`config.mk`:
```
export PLATFORM = sky130hd
export DESIGN_NAME = fetch_queue
export DESIGN_NICKNAME = d
export VERILOG_FILES = /design/src/rtl/fetch_queue.sv
export SDC_FILE = /design/constraint.sdc
export NUM_CORES = 1
export LEC_CHECK = 0
export ABC_CLOCK_PERIOD_IN_PS = 4200
export BUFFER_PORTS_ARGS = -buffer_cell sky130_fd_sc_hd__buf_2
export CORE_AREA = 2 2 173 124
export CTS_BUF_LIST = sky130_fd_sc_hd__clkbuf_8
export DETAILED_ROUTE_END_ITERATION = 7
export DIE_AREA = 0 0 175 126
export GPL_TIMING_DRIVEN = 0
export PLACE_DENSITY = 0.76
export SLEW_MARGIN = 20
export SYNTH_ARGS = -nofsm -noshare
export SYNTH_HDL_FRONTEND = slang
export SYNTH_SLANG_ARGS = --single-unit
export TNS_END_PERCENT = 50
```
`constraint.sdc`:
```
create_clock -name clk -period 4.2 [get_ports clk]
set_clock_uncertainty 0.15 [all_clocks]
set_input_delay 1.26 -clock clk [delete_from_list [all_inputs] [get_ports clk]]
set_output_delay 1.26 -clock clk [all_outputs]
set_load 0.03 [all_outputs]
```
`src/rtl/fetch_queue.sv`:
```
// fetch_queue: RV32I fetch stage with a single outstanding imem read
// and a small PC/instruction queue presented to decode.
module fetch_queue #(
  parameter logic [31:0] RESET_PC = 32'h0000_0060,
  parameter int          QDEPTH   = 2
) (
  input  logic        clk,
  input  logic        rst_n,
  output logic        imem_read,
  output logic [31:0] imem_address,
  input  logic        imem_resp,
  input  logic [31:0] imem_rdata,
  input  logic        redirect,
  input  logic [31:0] redirect_pc,
  input  logic        id_ready,
  output logic        id_valid,
  output logic [31:0] id_instruction,
  output logic [31:0] id_pc
);

  localparam int PW = $clog2(QDEPTH);
  localparam int CW = PW + 1;
  localparam logic [CW-1:0] DEPTH = CW'(QDEPTH);
  localparam logic [31:0] NOP = 32'h0000_0013;

  typedef enum logic [1:0] {
    IDLE,
    REQ,
    DRAIN
  } state_e;

  state_e        state_q, state_d;
  logic [31:0]   fetch_pc_q, fetch_pc_d;
  logic [31:0]   drain_addr_q, drain_addr_d;
  logic [PW-1:0] head_q, head_d;
  logic [PW-1:0] tail_q, tail_d;
  logic [CW-1:0] count_q, count_d;
  logic [31:0]   pc_mem_q [QDEPTH];
  logic [31:0]   pc_mem_d [QDEPTH];
  logic [31:0]   ins_mem_q [QDEPTH];
  logic [31:0]   ins_mem_d [QDEPTH];

  logic          pop;
  logic          push;
  logic [CW-1:0] count_pop;
  logic [CW-1:0] count_push;
  logic [31:0]   new_pc;

  always_comb begin
    id_valid       = (count_q != '0) && !redirect;
    pop            = id_valid && id_ready;
    count_pop      = count_q - CW'(pop);
    count_push     = count_pop + CW'(1);
    new_pc         = redirect_pc & ~32'h3;
    id_instruction = id_valid ? ins_mem_q[head_q] : NOP;
    id_pc          = id_valid ? pc_mem_q[head_q] : '0;
    imem_read      = (state_q != IDLE);
    imem_address   = (state_q == DRAIN) ? drain_addr_q
                                        : fetch_pc_q;
  end

  always_comb begin
    state_d      = state_q;
    fetch_pc_d   = fetch_pc_q;
    drain_addr_d = drain_addr_q;
    push         = 1'b0;
    unique case (state_q)
      IDLE: begin
        if (redirect || (count_pop < DEPTH)) state_d = REQ;
      end
      REQ: begin
        if (redirect) begin
          // a response arriving with the redirect is simply dropped
          state_d      = imem_resp ? REQ : DRAIN;
          drain_addr_d = fetch_pc_q;
        end else if (imem_resp) begin
          push       = 1'b1;
          fetch_pc_d = fetch_pc_q + 32'd4;
          state_d    = (count_push < DEPTH) ? REQ : IDLE;
        end
      end
      DRAIN: begin
        if (imem_resp) state_d = REQ;
      end
      default: state_d = IDLE;
    endcase
    if (redirect) fetch_pc_d = new_pc;
  end

  always_comb begin
    head_d    = head_q;
    tail_d    = tail_q;
    count_d   = count_q;
    pc_mem_d  = pc_mem_q;
    ins_mem_d = ins_mem_q;
    if (redirect) begin
      head_d  = '0;
      tail_d  = '0;
      count_d = '0;
    end else begin
      if (push) begin
        pc_mem_d[tail_q]  = fetch_pc_q;
        ins_mem_d[tail_q] = imem_rdata;
        tail_d            = tail_q + PW'(1);
      end
      if (pop) head_d = head_q + PW'(1);
      count_d = push ? count_push : count_pop;
    end
  end

  always_ff @(posedge clk or negedge rst_n) begin
    if (!rst_n) begin
      state_q      <= IDLE;
      fetch_pc_q   <= RESET_PC;
      drain_addr_q <= RESET_PC;
      head_q       <= '0;
      tail_q       <= '0;
      count_q      <= '0;
      for (int i = 0; i < QDEPTH; i++) begin
        pc_mem_q[i]  <= '0;
        ins_mem_q[i] <= '0;
      end
    end else begin
      state_q      <= state_d;
      fetch_pc_q   <= fetch_pc_d;
      drain_addr_q <= drain_addr_d;
      head_q       <= head_d;
      tail_q       <= tail_d;
      count_q      <= count_d;
      pc_mem_q     <= pc_mem_d;
      ins_mem_q    <= ins_mem_d;
    end
  end

endmodule

```
# Yosys cells after proc, flatten, opt, wreduce, memory -nomap -nowiden
# Cells that the tools add are included.
word_totals:
  output_inout_bits: 98
  reg_bits: 198
  inputBits: 69
  wordCells: 76
op_classes:
  magnitude_cmp: 5
  addsub: 5
  n_eq_ne: 5
  bitwise: 3
  n_mux: 32
  reduce_logical: 16
op_table:
  columns: ["cell", "n"]
  rows:
  - ["32-bit 2-to-1 mux", 13]
  - ["64-bit bitwise mux", 2]
  - ["32-bit by 3-bit adder with 32-bit output, second input constant", 1]
  - ["32-bit demux with 1-bit select", 1]
  - ["2-bit 2-to-1 mux", 7]
  - ["2-bit nonzero test", 6]
  - ["1-bit 2-to-1 mux", 8]
  - ["2-bit case mux with 3 select lines", 1]
  - ["2-bit AND reduction", 3]
  - ["2-bit greater-or-equal comparator, second input constant", 2]
  - ["2-bit < comparator, second input constant", 2]
  - ["2-bit != test, second input constant", 2]
  - ["1-bit NOT with 2-bit output", 2]
  - ["1-bit logical AND", 3]
  - ["3-bit != test, second input constant", 1]
  - ["3-bit AND reduction", 1]
  - ["1-bit adder, second input constant", 2]
  - ["2-bit by 1-bit adder with 2-bit output, second input constant", 1]
  - ["2-bit by 1-bit == test with 1-bit output, second input constant", 1]
  - ["2-bit == test, second input constant", 1]
  - ["2-bit zero test", 1]
  - ["2-bit by 1-bit < comparator with 1-bit output, second input constant", 1]
  - ["2-bit by 1-bit subtractor with 2-bit output", 1]
  - ["1-bit zero test", 1]
  - ["other kinds (2)", 2]

# Longest topological paths before layout
# Gate-level depths: netlist of run 1.
depth:
  word_depth: 10
  depth_mapped: 10

# Least setup slack after synthesis of run 1
# OpenSTA, ideal clock, no wires.
synth_path:
  path_type: "in2out"
  from: "input redirect"
  to: "output id_pc[21]"
  slack_ps: 252
  arrival_time_ps: 2538
  required_time_ps: 2790
  cell_stages: 6
  n_path_buf: 3
  path_cell_list: "clkbuf_1 inv_1 o21ai_1 clkbuf_1 buf_1 nor2_1"
synth_via:
  elab_chain_len: 3
synth_rtl:
  columns: ["element", "line", "text"]
  rows:
  - ["start: declaration", "13", "input logic redirect,"]
  - ["1-bit zero test", "50", "id_valid = (count_q != '0) && !redirect;"]
  - ["1-bit logical AND", "50", null]
  - ["32-bit 2-to-1 mux", "56", "id_pc = id_valid ? pc_mem_q[head_q] : '0;"]
  - ["end: declaration", "18", "output logic [31:0] id_pc"]
# No other way between the ends.

# Worst setup path after layout of run 1
layout_path:
  from: "input redirect"
  to: "output id_pc[30]"
# The elaborated chain is that of the path after synthesis.

==> flow_metrics.py, run 1 <==
metrics = {
    "critical_path": {
        "r2r-start": "count_q[1]",
        "reg2reg_to": "state_q[0]",
        "crit_buf_inv": 5,
        "reg2reg_depth": 8,
        "cp-endpoint": "id_pc[30]",
        "critPathMostFrequentCell": "buf_2",
        "cp-end-kind": "output pin",
        "crit_type": "primary input to output pin",
        "critPathArrivalTime_ps": 2630,
        "worstSetupPathDepth": 7,
        "path_cells": "clkbuf_2 > inv_1 > o21ai_2 > clkbuf_4 > buf_2 > nor2_1 > buf_2",
        "cp-startpoint": "redirect",
        "crit_slowest_cell": "clkbuf_4",
        "worst_ep_required_time_ps": 2790,
        "cp_top_family": "buffers and inverters",
        "critPathLaunchType": "primary input",
        "r2r_slack_ps": 1500,
        "cpPeakStageDelay_ps": 340,
        "cp_max_fo": 10,
    },
    "detailed_routing": {
        "dr.pass1.iters": 5,
        "drt-initial-drc-count": 464,
        "drc": 0,
        "postRouteAntennaNets": 0,
        "vias": 6586,
        "wl_um": 22110,
        "drt-vias-per-instance": 5.385,
        "wire_per_inst_um": 18.08,
    },
    "clock_tree": {
        "cts_tree": "yes",
        "clock_latency_ps": 480,
        "root_buffer": "clkbuf_8",
        "cts_buffers": 17,
        "post_cts_buffers": 0,
        "clkTransAtPathRegs_ps": 90,
        "cts_buffer_depth": 2,
        "htreeDepth": 4,
        "clkSinkCount": 190,
        "postCtsHoldBufs": 0,
    },
    "logic_synthesis": {
        "yosysUniqueCellTypes": 47,
        "ys_warn_count": 0,
        "syn_inst": 751,
        "synthFlopType": "dfrtp_1",
        "yosys-top-cells-count": "dfrtp_1 (186), mux2_2 (179), nor2_1 (79)",
        "synthTopCellsByArea": "dfrtp_1 (51%), mux2_2 (22%), mux2i_1 (7.1%), nor2_1 (3.3%), nand2_1 (1.4%)",
        "yosysTopAreaCell": "dfrtp_1",
        "yosysMostFrequentCell": "dfrtp_1",
        "synth_top_area_share_pct": 51.23,
        "synth_area_um2": 9085,
        "ys_async_sr_fraction_pct": 100.0,
        "syn_avg_cell_area_um2": 12.10,
        "ys_ff_latch": 190,
        "synth-edff-count": 0,
        "yosysSeqAreaShare_pct": 52.39,
    },
    "timing": {
        "tightest_slew_ps": 1048,
        "fmax_ghz": 0.2473,
        "fin_crit_sh_pct": 96.26,
        "relSlewSlack_pct": 29.58,
        "rsz0062_at_grt": "yes",
        "hold_slack_ps": 338.4,
        "finalCriticalPeriod_ps": 4043,
        "finalSetupViolations": 0,
        "drv_slew": 0,
        "hold_viol": 0,
    },
    "power": {
        "peakVddDrop_v": 0.0003362,
        "power_mw": 6.879,
        "p_leak_nw": 4.720,
        "p_int_mw": 4.375,
        "swShare_pct": 36.39,
        "power_density_nw_per_um2": 643.2,
        "p_sw_mw": 2.503,
        "combPwrFrac_pct": 37.9,
        "seq_power_share_pct": 44.0,
        "clkPwrFrac_pct": 18.2,
    },
    "finish": {
        "layout-drive-gt1-share_pct": 43.13,
        "area_growth_pct": 17.71,
        "fillers": 1835,
        "fin_nets": 1004,
    },
    "die": {
        "die_y_um": 126,
        "fp.dieW_um": 175,
        "io_pins": 167,
        "die_area_um2": 22050,
        "coreArea_um2": 20420,
        "start_util_pct": 44.48,
        "rows": 44,
    },
    "global_route": {
        "grt_pass1_wl_um": 35310,
        "overflow": 0,
        "first_global_vias": 6526,
        "grt_usage_pct": 20.56,
        "grt_start_max_net_pins": 97,
        "antenna_found_initial": 1,
    },
    "placed_design": {
        "io_buffers": 159,
        "hpwlAfterDp_um": 15780,
        "place_congestion": 0.8024,
    },
    "worst_hold_path": {
        "min_path_type": "flop to flop",
    },
    "outcome": {
        "outcome": "completed",
    },
    "job": {
        "maxCapViolCount": 0,
    },
}
[stage by stage]
step	instance area, µm²	worst slack, ps	setup TNS [ps]	std cells	utilization, %
2_1_floorplan	9096	251.9	0	754	-
6_report	10690	157.0	0	1223	52.36
4_1_cts	10690	42.19	0	1222	52.34
5_1_grt	10690	-2.681	-2.681	1223	52.36
3_5_place_dp	10270	-647.1	-18630	1190	50.31
3_3_place_gp	10240	-1432	-279770	1189	50.12
[layer usage]
metal	routed length [µm]	vias to the layer above	GRT usage, %
met2	9749	184	30.41
met4	281	0	4.608
met3	1194	18	4.408
li1	-	3046	-
met5	0	-	0
met1	10880	3338	31.04
[registers in the layout, indices dropped and copies added, names as in the netlist]
name / flops
ins_mem_q: 64
pc_mem_q: 60
drain_addr_q: 30
fetch_pc_q: 30
count_q: 2
state_q: 2
head_q: 1
tail_q: 1
[cell usage in the layout (no fill, tap or decap), types with 5 or more instances in the layout]
cell | synthesis | final
clkbuf_8 | 0 | 18
o21ai_0 | 19 | 19
xnor2_1 | 9 | 9
nand3_1 | 11 | 11
o31ai_1 | 12 | 12
nor2_1 | 79 | 79
nand2_1 | 34 | 34
dfrtp_1 | 186 | 186
buf_2 | 16 | 175
a31oi_1 | 15 | 15
xor2_1 | 5 | 5
nor4_1 | 5 | 5
nand4_1 | 7 | 7
inv_1 | 6 | 6
mux2_2 | 179 | 179
buf_1 | 7 | 6
or4_1 | 13 | 13
or3_1 | 5 | 5
clkbuf_1 | 30 | 26
mux2i_1 | 64 | 64
[what timing repair did]
item,in CTS,in global routing
resized for setup,6,2
hold endpoints to repair,0,0
cloned,0,0
setup endpoints to repair,59,11
pin swaps,0,0
[area by class of cell]
class                      count  area (µm²)  share of cell area (%)
sequential                   190        4760                   44.51
multi-input combinational    499        4053                   37.90
antenna                        1       2.502                 0.02340
buffer                        59       274.0                   2.562
tap                          276       345.3                   3.229
timing repair buffer         160       833.3                   7.792
clock buffer                  18       247.7                   2.317
inverter                       6       22.52                  0.2106
clock inverter                14       156.4                   1.463
[power by group through the flow]
stage                     combinational, mW  clock, mW  sequential [mW]
after floorplan                        2.02          0             2.92
after global placement                 2.56          0             3.01
after detailed placement               2.62          0             3.06
after CTS                              2.64       1.28             3.02
after global routing                   2.83       1.35             3.13
final                                  2.60       1.25             3.03
[worst register-to-register path: cells and delay by family, from the launching register on]
kind            cells  cell delay [ps]
compound gates      3              880
xor+xnor            2              470
flops               1              410
simple gates        1              280
buf+inv             1              190
fa+ha+maj           1              220
[logic make-up after synthesis]
kind of cell | share of synthesized area [%]
multiplexers | 29.24
flip-flops | 52.39
AND/OR/NAND/NOR | 9.599
buffers and inverters | 3.168
AO/OA/AOI/OAI | 3.939
XOR/XNOR | 1.350
adder cells (fa/ha/maj) | 0.2754
other | 0.04128
[worst min-delay path by stage]
stage                     slack, ps              from          endpoint  depth (start not counted)
after floorplan                 300      pc_mem_q[19]      pc_mem_q[19]                          2
after global placement          310  drain_addr_q[19]  drain_addr_q[19]                          2
after detailed placement        320  drain_addr_q[19]  drain_addr_q[19]                          2
after CTS                       340  drain_addr_q[19]  drain_addr_q[19]                          2
after global routing            370  drain_addr_q[19]  drain_addr_q[19]                          2
final                           340       pc_mem_q[8]       pc_mem_q[8]                          2
Power figures use the tool's default switching activity.
==> inputs of run 2 (changes only) <==
Settings changed: ABC_CLOCK_PERIOD_IN_PS 4200 to 4900, CAP_MARGIN from default to 15.
Clock period 4.2 ns to 4.9 ns, I/O delays scaled along.
==> run 2 against run 1 <==
  * Power decreased by 14%
  * Non-clock buffer count fell by 1
  * Flip-flop and latch count stayed put
  * Final area is 0.11% lower
  * Combinational power is 14% lower
  * Routed wire length unchanged
  * Critical path type unchanged
  * Critical endpoint is now id_pc[12]
  * Largest cell class unchanged
  * Largest power group unchanged
==> flow_metrics.py, run 2 (synthesis gave the netlist of run 1 again) <==
metrics = {
    "power": {
        "combPwrFrac_pct": 37.8,
        "p_leak_nw": 4.708,
        "clkPwrFrac_pct": 18.2,
        "p_sw_mw": 2.143,
        "swShare_pct": 36.39,
        "power_mw": 5.889,
        "power_density_nw_per_um2": 551.3,
        "seq_power_share_pct": 44.0,
        "peakVddDrop_v": 0.0002883,
        "p_int_mw": 3.746,
    },
    "detailed_routing": {
        "wl_um": 22110,
        "postRouteAntennaNets": 0,
        "drc": 0,
        "drt-vias-per-instance": 5.369,
        "wire_per_inst_um": 18.09,
        "drt-initial-drc-count": 379,
        "dr.pass1.iters": 4,
        "vias": 6561,
    },
    "clock_tree": {
        "clock_latency_ps": 480,
        "clkTransAtPathRegs_ps": 90,
        "postCtsHoldBufs": 0,
        "cts_buffers": 17,
        "clkSinkCount": 190,
        "htreeDepth": 4,
        "root_buffer": "clkbuf_8",
        "cts_tree": "yes",
        "cts_buffer_depth": 2,
    },
    "timing": {
        "tightest_slew_ps": 1042,
        "fmax_ghz": 0.2140,
        "rsz0062_at_grt": "no",
        "fin_crit_sh_pct": 95.37,
        "finalSetupViolations": 0,
        "hold_slack_ps": 338.0,
        "finalCriticalPeriod_ps": 4673,
        "drv_slew": 0,
        "relSlewSlack_pct": 29.99,
        "setup_tns_ps": 0,
        "hold_viol": 0,
    },
    "finish": {
        "largest_reg_flops": 64,
        "fin_nets": 1003,
        "instances_no_fill": 1222,
        "area_growth_pct": 17.59,
        "seq_area_um2": 4760,
        "multiInputGateArea_um2": 4053,
        "final_common_cell": "dfrtp_1",
        "largest_register": "ins_mem_q",
        "fillers": 1834,
        "layout-drive-gt1-share_pct": 42.75,
        "fin_area_um2": 10680,
        "top_regs": "ins_mem_q x64, pc_mem_q x60",
        "most-common-layout-cells": "dfrtp_1 (186), mux2_2 (179), buf_2 (174), nor2_1 (79), mux2i_1 (64)",
    },
    "placed_design": {
        "dp.cells": 1190,
        "place_congestion": 0.8024,
        "io_buffers": 159,
        "postPlaceCellArea_um2": 10270,
        "hpwlAfterDp_um": 15780,
    },
    "global_route": {
        "overflow": 0,
        "grt_pass1_wl_um": 35310,
        "grt_start_max_net_pins": 97,
        "grt_usage_pct": 20.56,
        "first_global_vias": 6526,
        "antenna_found_initial": 1,
    },
    "die": {
        "rows": 44,
        "die_y_um": 126,
        "io_pins": 167,
        "coreArea_um2": 20420,
        "fp.dieW_um": 175,
        "die_area_um2": 22050,
        "start_util_pct": 44.48,
    },
    "critical_path": {
        "cp-end-kind": "output pin",
        "critPathLaunchType": "primary input",
        "crit_type": "primary input to output pin",
        "critPathArrivalTime_ps": 3050,
        "cp_max_fo": 10,
        "worst_ep_required_time_ps": 3280,
    },
    "outcome": {
        "outcome": "completed",
    },
    "job": {
        "maxCapViolCount": 0,
    },
    "worst_hold_path": {
        "min_path_type": "flop to flop",
    },
}
## run 2: cell count changes in the layout (fill, tap and decap cells not counted)
| cell | change |
|---|---|
| clkbuf_2 | -2 |
| clkbuf_1 | +3 |
| clkbuf_4 | -1 |
| buf_2 | -1 |
## run 2: repair_timing
item                       4_1_cts  5_1_grt
resized for setup                2        0
setup endpoints to repair       16       10
pin swaps                        0        0
buffers inserted                 0        0
## run 2: layout make-up
cell class / instances / area share, %
diodes: 1 / 0.02342
plain buffers: 58 / 2.460
clock buffers: 18 / 2.319
clock inverters: 14 / 1.464
inverters: 6 / 0.2108
multi-input cells: 499 / 37.94
flip-flops and latches: 190 / 44.55
well taps: 276 / 3.233
repair buffers: 160 / 7.800
## run 2: metal layers
metal  up-vias  global-route usage [%]  wire [µm]
met1      3305                   31.04      10930
met2       200                   30.41       9712
li1       3037                       -          -
met4         0                   4.608        278
met3        19                   4.408       1185
met5         -                       0          0
## run 2: path summary, 6_finish.rpt
path / startpoint / end / slack, ps / cells after the start
setup / recovery: redirect / id_pc[12] / 230 / 6
hold / removal: drain_addr_q[19] / drain_addr_q[19] / 340 / 2
setup reg to reg: fetch_pc_q[5] / fetch_pc_q[27] / 2190 / 7
hold reg to reg: drain_addr_q[19] / drain_addr_q[19] / 340 / 2
max in group asynchronous: rst_n / pc_mem_q[14] / 2800 / 2
min in group asynchronous: rst_n / ins_mem_q[52] / 860 / 1
## run 2: power groups by stage
stage / Combinational (mW) / Sequential, mW / Clock, mW
2_1_floorplan: 1.73 / 2.51 / 0
6_report: 2.23 / 2.59 / 1.07
4_1_cts: 2.26 / 2.59 / 1.09
5_1_grt: 2.42 / 2.68 / 1.16
3_3_place_gp: 2.19 / 2.58 / 0
3_5_place_dp: 2.25 / 2.62 / 0
## run 2: through the flow
stage | utilization, % | setup WS [ps]
2_1_floorplan | - | 531.9
3_3_place_gp | 50.12 | -942.1
3_5_place_dp | 50.31 | -367.1
4_1_cts | 52.31 | 24.13
5_1_grt | 52.30 | 137.7
6_report | 52.30 | 227.0
## run 2: critical path: stages
cell and delay (ps):
clkbuf_1 320, inv_1 170, o21ai_2 230, clkbuf_1 500, nor2_1 140, buf_2 210
